**config.mk**
```make
export PLATFORM = sky130hd
export DESIGN_NAME = cpu_fetch_flat
export DESIGN_NICKNAME = d
export VERILOG_FILES = /design/src/rtl/cpu_fetch_if.sv /design/src/rtl/cpu_fetch.sv /design/src/flat_wrapper.sv
export SDC_FILE = /design/constraint.sdc
export NUM_CORES = 1
export LEC_CHECK = 0
export CAP_MARGIN = 5
export CELL_PAD_IN_SITES_DETAIL_PLACEMENT = 1
export CELL_PAD_IN_SITES_GLOBAL_PLACEMENT = 1
export CORE_MARGIN = 8
export CORE_UTILIZATION = 34
export CTS_CLUSTER_SIZE = 16
export DETAILED_ROUTE_END_ITERATION = 10
export PLACE_DENSITY_LB_ADDON = 0.1
export SYNTH_ARGS = -nofsm -noshare
export SYNTH_HDL_FRONTEND = slang
export SYNTH_SLANG_ARGS = --single-unit
```
**constraint.sdc**
```tcl
create_clock -name clk -period 5.6 [get_ports clk]
set_input_delay 0.56 -clock clk [delete_from_list [all_inputs] [get_ports clk]]
set_output_delay 0.56 -clock clk [all_outputs]
set_load 0.005 [all_outputs]
```
**src/rtl/cpu_fetch_if.sv**
```systemverilog
// Fetch-stage bus: instruction-memory req/ack channel plus the decode/redirect side.
// master = fetch stage, slave = memory + downstream pipeline.
interface cpu_fetch_if;
    logic        imem_req;
    logic [31:0] imem_addr;
    logic        imem_ack;
    logic [47:0] imem_rdata;
    logic        stall_2a;
    logic        kill_4a;
    logic [31:0] target_4a;
    logic [47:0] instruction_1a;
    logic [31:0] pc_1a;

    modport master (
        output imem_req, imem_addr, instruction_1a, pc_1a,
        input  imem_ack, imem_rdata, stall_2a, kill_4a, target_4a
    );

    modport slave (
        input  imem_req, imem_addr, instruction_1a, pc_1a,
        output imem_ack, imem_rdata, stall_2a, kill_4a, target_4a
    );
endinterface

```
**src/rtl/cpu_fetch.sv**
```systemverilog
// Stage-1 fetch: one-outstanding imem requests into a DEPTH-entry prefetch FIFO feeding decode; optional FETCH_BYPASS_EN.
// Latency: ack in cycle N reaches decode at N+1 via bypass, N+2 through the FIFO (default build).
// Backpressure: stall_2a holds the output register; requests stop once the FIFO would be full.
module cpu_fetch #(
    parameter logic [31:0] RESET_PC   = 32'h0000_0000,
    parameter int          DEPTH      = 4,
    parameter int          INSN_BYTES = 6
) (
    input  logic        clk,
    input  logic        rst_b,
    cpu_fetch_if.master bus
);
    localparam int AW = $clog2(DEPTH);
    localparam int CW = AW + 1;
    localparam logic [CW-1:0] DEPTH_C = CW'(DEPTH);

    typedef enum logic [1:0] {IDLE, REQ, DROP} state_t;
    typedef struct packed {
        logic [31:0] pc;
        logic [47:0] insn;
    } entry_t;

    state_t        state_q, state_d;
    logic [31:0]   fpc_q, fpc_d;
    logic [31:0]   redir_pc_q, redir_pc_d;
    logic [CW-1:0] count_q, count_d;
    logic [AW-1:0] wr_ptr_q, wr_ptr_d;
    logic [AW-1:0] rd_ptr_q, rd_ptr_d;
    entry_t        out_q, out_d;
    entry_t        fifo_q [DEPTH];
    entry_t        push_dat;
    logic          ack, push, pop, byp;

    assign bus.imem_req       = (state_q != IDLE);
    assign bus.imem_addr      = fpc_q;
    assign bus.instruction_1a = out_q.insn;
    assign bus.pc_1a          = out_q.pc;
    assign push_dat           = '{pc: fpc_q, insn: bus.imem_rdata};

    always_comb begin
        ack = bus.imem_req && bus.imem_ack;
        pop = !bus.kill_4a && !bus.stall_2a && (count_q != '0);
`ifdef FETCH_BYPASS_EN
        byp = !bus.kill_4a && !bus.stall_2a && (count_q == '0) && (state_q == REQ) && ack;
`else
        byp = 1'b0;
`endif
        // Responses in DROP are wrong-path and never enter the FIFO.
        push = (state_q == REQ) && ack && !bus.kill_4a && !byp;

        count_d  = count_q;
        wr_ptr_d = wr_ptr_q;
        rd_ptr_d = rd_ptr_q;
        if (bus.kill_4a) begin
            count_d  = '0;
            wr_ptr_d = '0;
            rd_ptr_d = '0;
        end else begin
            if (push) wr_ptr_d = wr_ptr_q + AW'(1);
            if (pop)  rd_ptr_d = rd_ptr_q + AW'(1);
            count_d = count_q + CW'(push) - CW'(pop);
        end
    end

    always_comb begin
        state_d    = state_q;
        fpc_d      = fpc_q;
        redir_pc_d = redir_pc_q;
        unique case (state_q)
            IDLE: if (count_d < DEPTH_C) state_d = REQ;
            REQ: begin
                if (ack) begin
                    fpc_d   = fpc_q + 32'(INSN_BYTES);
                    state_d = (count_d < DEPTH_C) ? REQ : IDLE;
                end
            end
            DROP: begin
                if (ack) begin
                    fpc_d   = redir_pc_q;
                    state_d = REQ;
                end
            end
            default: state_d = REQ;
        endcase
        // A request already on the bus cannot be withdrawn, so an unacked kill parks in DROP.
        if (bus.kill_4a) begin
            if (state_q == IDLE || ack) begin
                fpc_d   = bus.target_4a;
                state_d = REQ;
            end else begin
                redir_pc_d = bus.target_4a;
                state_d    = DROP;
            end
        end
    end

    always_comb begin
        out_d = out_q;
        if (bus.kill_4a) begin
            out_d = '{pc: bus.target_4a, insn: 48'h0};
        end else if (!bus.stall_2a) begin
            if (count_q != '0)
                out_d = fifo_q[rd_ptr_q];
            else if (byp)
                out_d = push_dat;
            else
                out_d = '{pc: (state_q == DROP) ? redir_pc_q : fpc_q, insn: 48'h0};
        end
    end

    always_ff @(posedge clk or negedge rst_b) begin
        if (!rst_b) begin
            state_q    <= REQ;
            fpc_q      <= RESET_PC;
            redir_pc_q <= RESET_PC;
            count_q    <= '0;
            wr_ptr_q   <= '0;
            rd_ptr_q   <= '0;
            out_q      <= '{pc: RESET_PC, insn: 48'h0};
        end else begin
            state_q    <= state_d;
            fpc_q      <= fpc_d;
            redir_pc_q <= redir_pc_d;
            count_q    <= count_d;
            wr_ptr_q   <= wr_ptr_d;
            rd_ptr_q   <= rd_ptr_d;
            out_q      <= out_d;
        end
    end

    always_ff @(posedge clk) begin
        if (push) fifo_q[wr_ptr_q] <= push_dat;
    end
endmodule

```
**src/flat_wrapper.sv**
```systemverilog
// flat-port wrapper written by rule: the top's interface ports become plain ports
module cpu_fetch_flat 
#(
    parameter logic [31:0] RESET_PC   = 32'h0000_0000,
    parameter int          DEPTH      = 4,
    parameter int          INSN_BYTES = 6
)
  (clk, rst_b, bus_imem_req, bus_imem_addr, bus_instruction_1a, bus_pc_1a, bus_imem_ack, bus_imem_rdata, bus_stall_2a, bus_kill_4a, bus_target_4a);
  cpu_fetch_if bus_i ();
  input  logic clk;
  input  logic rst_b;
  output wire logic [$bits(bus_i.imem_req)-1:0] bus_imem_req;
  output wire logic [$bits(bus_i.imem_addr)-1:0] bus_imem_addr;
  output wire logic [$bits(bus_i.instruction_1a)-1:0] bus_instruction_1a;
  output wire logic [$bits(bus_i.pc_1a)-1:0] bus_pc_1a;
  input wire logic [$bits(bus_i.imem_ack)-1:0] bus_imem_ack;
  input wire logic [$bits(bus_i.imem_rdata)-1:0] bus_imem_rdata;
  input wire logic [$bits(bus_i.stall_2a)-1:0] bus_stall_2a;
  input wire logic [$bits(bus_i.kill_4a)-1:0] bus_kill_4a;
  input wire logic [$bits(bus_i.target_4a)-1:0] bus_target_4a;
  assign bus_imem_req = bus_i.imem_req;
  assign bus_imem_addr = bus_i.imem_addr;
  assign bus_instruction_1a = bus_i.instruction_1a;
  assign bus_pc_1a = bus_i.pc_1a;
  assign bus_i.imem_ack = bus_imem_ack;
  assign bus_i.imem_rdata = bus_imem_rdata;
  assign bus_i.stall_2a = bus_stall_2a;
  assign bus_i.kill_4a = bus_kill_4a;
  assign bus_i.target_4a = bus_target_4a;
  cpu_fetch #(.RESET_PC(RESET_PC), .DEPTH(DEPTH), .INSN_BYTES(INSN_BYTES)) u_core (.clk(clk), .rst_b(rst_b), .bus(bus_i));
endmodule
```
==> reports/metrics.yaml <==
grt_max_degree: 90
grt_antenna_before_repair: 3
start_kind: "flop"
final_design_area_no_fill_sq_mm: 0.0241
place_area_sq_mm: 0.0224
htreeDepth: 2
ys_ff_latch: 473
drcViolationCount: 0
setup_tns_ps: 0
drt_wl_total_um: 55100
seqCellArea_sq_mm: 0.0134
fin_crit_ps: 3400
clock-root-buffer: "clkbuf_16"
yosys.area.top_type_share: 0.489
ys_top_cells_by_count: "edfxtp_1, dfrtp_1, nor2_1"
cp-end-kind: "flop"
skew_ps: 16.2
cts_resized: 0
cp.required_ps: 6120
dp_hpwl_um: 34600
hold_path.class: "in -> async"
coreArea_sq_mm: 0.0575
wl_per_cell_um: 24.4
max-slew-margin-rel: 0.243
worst_pin_slew_ps: 1140
nets: 1548
syn_area_sq_mm: 0.0197
crit_type: "reg -> reg"
irDropWorstVdd_mv: 0.264
start_util: 0.342
syn_nets: 1367
crit_arrival_ps: 3920
multi_input_area_sq_mm: 0.00580
yosysMostFrequentCell: "edfxtp_1"
dieArea_sq_mm: 0.0658
drive_above_1_share: 0.158
fillers: 5750
ctsLongestPathBuffers: 3
rows: 88
max_freq_ghz: 0.294
grt_pass1_wl_um: 85000
finalSetupViolations: 0
dieHeight_um: 256
synth_area_leaders: "edfxtp_1, dfrtp_1, mux4_2"
status: "completed"
p_leak_uw: 0.00832
synth_area_leader_cell: "edfxtp_1"
routed_via_density: 5.29
ant_nets: 0
diodes: 0
total_power_uw: 11400
clk_pin_slew_ps: 60
max-cap-violations: 0
io_pins: 198
finalHoldViolCount: 0
synth_edf_count: 320
postCtsHoldBufs: 0
synth_area_per_cell_sq_um: 15.5
grt_pass1_vias: 13200
gp_congestion: 0.730
cts_setup_buffers: 0
die_width_um: 256
clkSinkCount: 473
area_growth_pct: 22.8
slew_viol_final: 0
clock_latency_ps: 590
min_period_over_period: 0.608
syn_inst: 1271
crit_fanout: 10
synth.distinct_cells: 64
rsz0062_at_grt: "false"
cts_tree: "yes"
drtIter0Drc: 547
grt_use_total: 0.166
ys_seq_area_frac: 0.684
ys_warn_count: 0
numCtsBuffers: 52
power.density_mw_per_mm2: 474
synthFlopType: "edfxtp_1"
routed-via-count: 12000
grt_overflow: 0
portBuffers: 197
drt_first_pass_iters: 5
ys_async_sr_fraction: 0.323
-- worst max-delay path: stages (launching register included) --
cell and delay [ps]:
dfstp_2 540, inv_1 60, ha_1 350, nor2b_2 190, nand2_1 110, nor2_1 310, ha_1 210, inv_1 50
fa_1 400, xor2_1 180, xnor2_1 170, a221oi_1 380, mux2_2 380
-- path summary, 6_finish.rpt --
check	from	endpoint	slack (ps)	cells after the start
worst max-delay path	u_core.state_q[0]$_DFFE_PN1P_	u_core.state_q[0]$_DFFE_PN1P_	2200	12
worst min-delay path	rst_b	u_core.bus.instruction_1a[16]$_DFFE_PN0P_	40	1
worst max register to register	u_core.state_q[0]$_DFFE_PN1P_	u_core.state_q[0]$_DFFE_PN1P_	2200	12
worst min register to register	u_core.bus.instruction_1a[14]$_DFFE_PN0P_	u_core.bus.instruction_1a[14]$_DFFE_PN0P_	500	1
max in group asynchronous	rst_b	u_core.bus.pc_1a[24]$_DFFE_PN0P_	4380	2
min in group clk	u_core.bus.instruction_1a[14]$_DFFE_PN0P_	u_core.bus.instruction_1a[14]$_DFFE_PN0P_	500	1
-- metal layers --
metal	global-route usage	up-vias	wire length (um)
met5	0	-	12
met4	0.0377	2	888
met3	0.0288	62	2280
met2	0.280	240	26900
met1	0.224	6302	25100
li1	-	5345	-
-- kinds of logic after synthesis --
| group | count (synthesis) | synth area share |
|---|---|---|
| mux | 153 | 0.131 |
| buf+inv | 112 | 0.0236 |
| flops | 473 | 0.684 |
| compound gates | 257 | 0.0907 |
| simple gates | 259 | 0.0607 |
| fa+ha+maj | 11 | 0.00739 |
| xor+xnor | 6 | 0.00267 |
-- where the power goes --
group / switching, uW / internal (uW)
clock: 1390 / 1980
combinational: 1490 / 1480
sequential: 723 / 4360
total: 3610 / 7830
-- metrics by stage --
step | setup slack (ps) | cells | util | hold slack (ps)
6_report | 2200 | 2261 | 0.420 | 41.5
4_1_cts | 2180 | 2261 | 0.420 | 90.6
2_1_floorplan | 1460 | 1271 | - | 264
5_1_grt | 1940 | 2261 | 0.420 | 123
3_5_place_dp | 1710 | 2163 | 0.390 | 494
3_3_place_gp | 1830 | 2163 | 0.390 | 487
-- cell usage in the layout (no fill, tap or decap), types with 30 or more instances in the layout --
| cell type | instances |
|---|---|
| mux2i_1 | 39 |
| mux2_2 | 34 |
| a22o_1 | 51 |
| clkbuf_16 | 54 |
| edfxtp_1 | 320 |
| clkdlybuf4s50_1 | 194 |
| o21ai_0 | 44 |
| mux4_2 | 80 |
| nor2_1 | 88 |
| nand2_1 | 83 |
| a21oi_1 | 49 |
| dfrtp_1 | 150 |
| a211oi_1 | 30 |
-- state kept, by name, indices dropped and copies added (netlist names) --
signal and flops:
u_core.wr_ptr_q 2, u_core.state_q 2, u_core.rd_ptr_q 2, u_core.bus.pc_1a 32, u_core.redir_pc_q 32, u_core.bus.instruction_1a 48, u_core.count_q 3, u_core.fifo_q 320
u_core.bus.imem_addr 32
-- final cells by class --
cell class | count | area share
Clock inverter | 20 | 0.00684
Inverter | 16 | 0.00249
Clock buffer | 78 | 0.0635
Multi-Input combinational cell | 686 | 0.240
Sequential cell | 473 | 0.557
Timing Repair Buffer | 223 | 0.0900
Tap cell | 765 | 0.0397
Power figures use the tool's default switching activity.
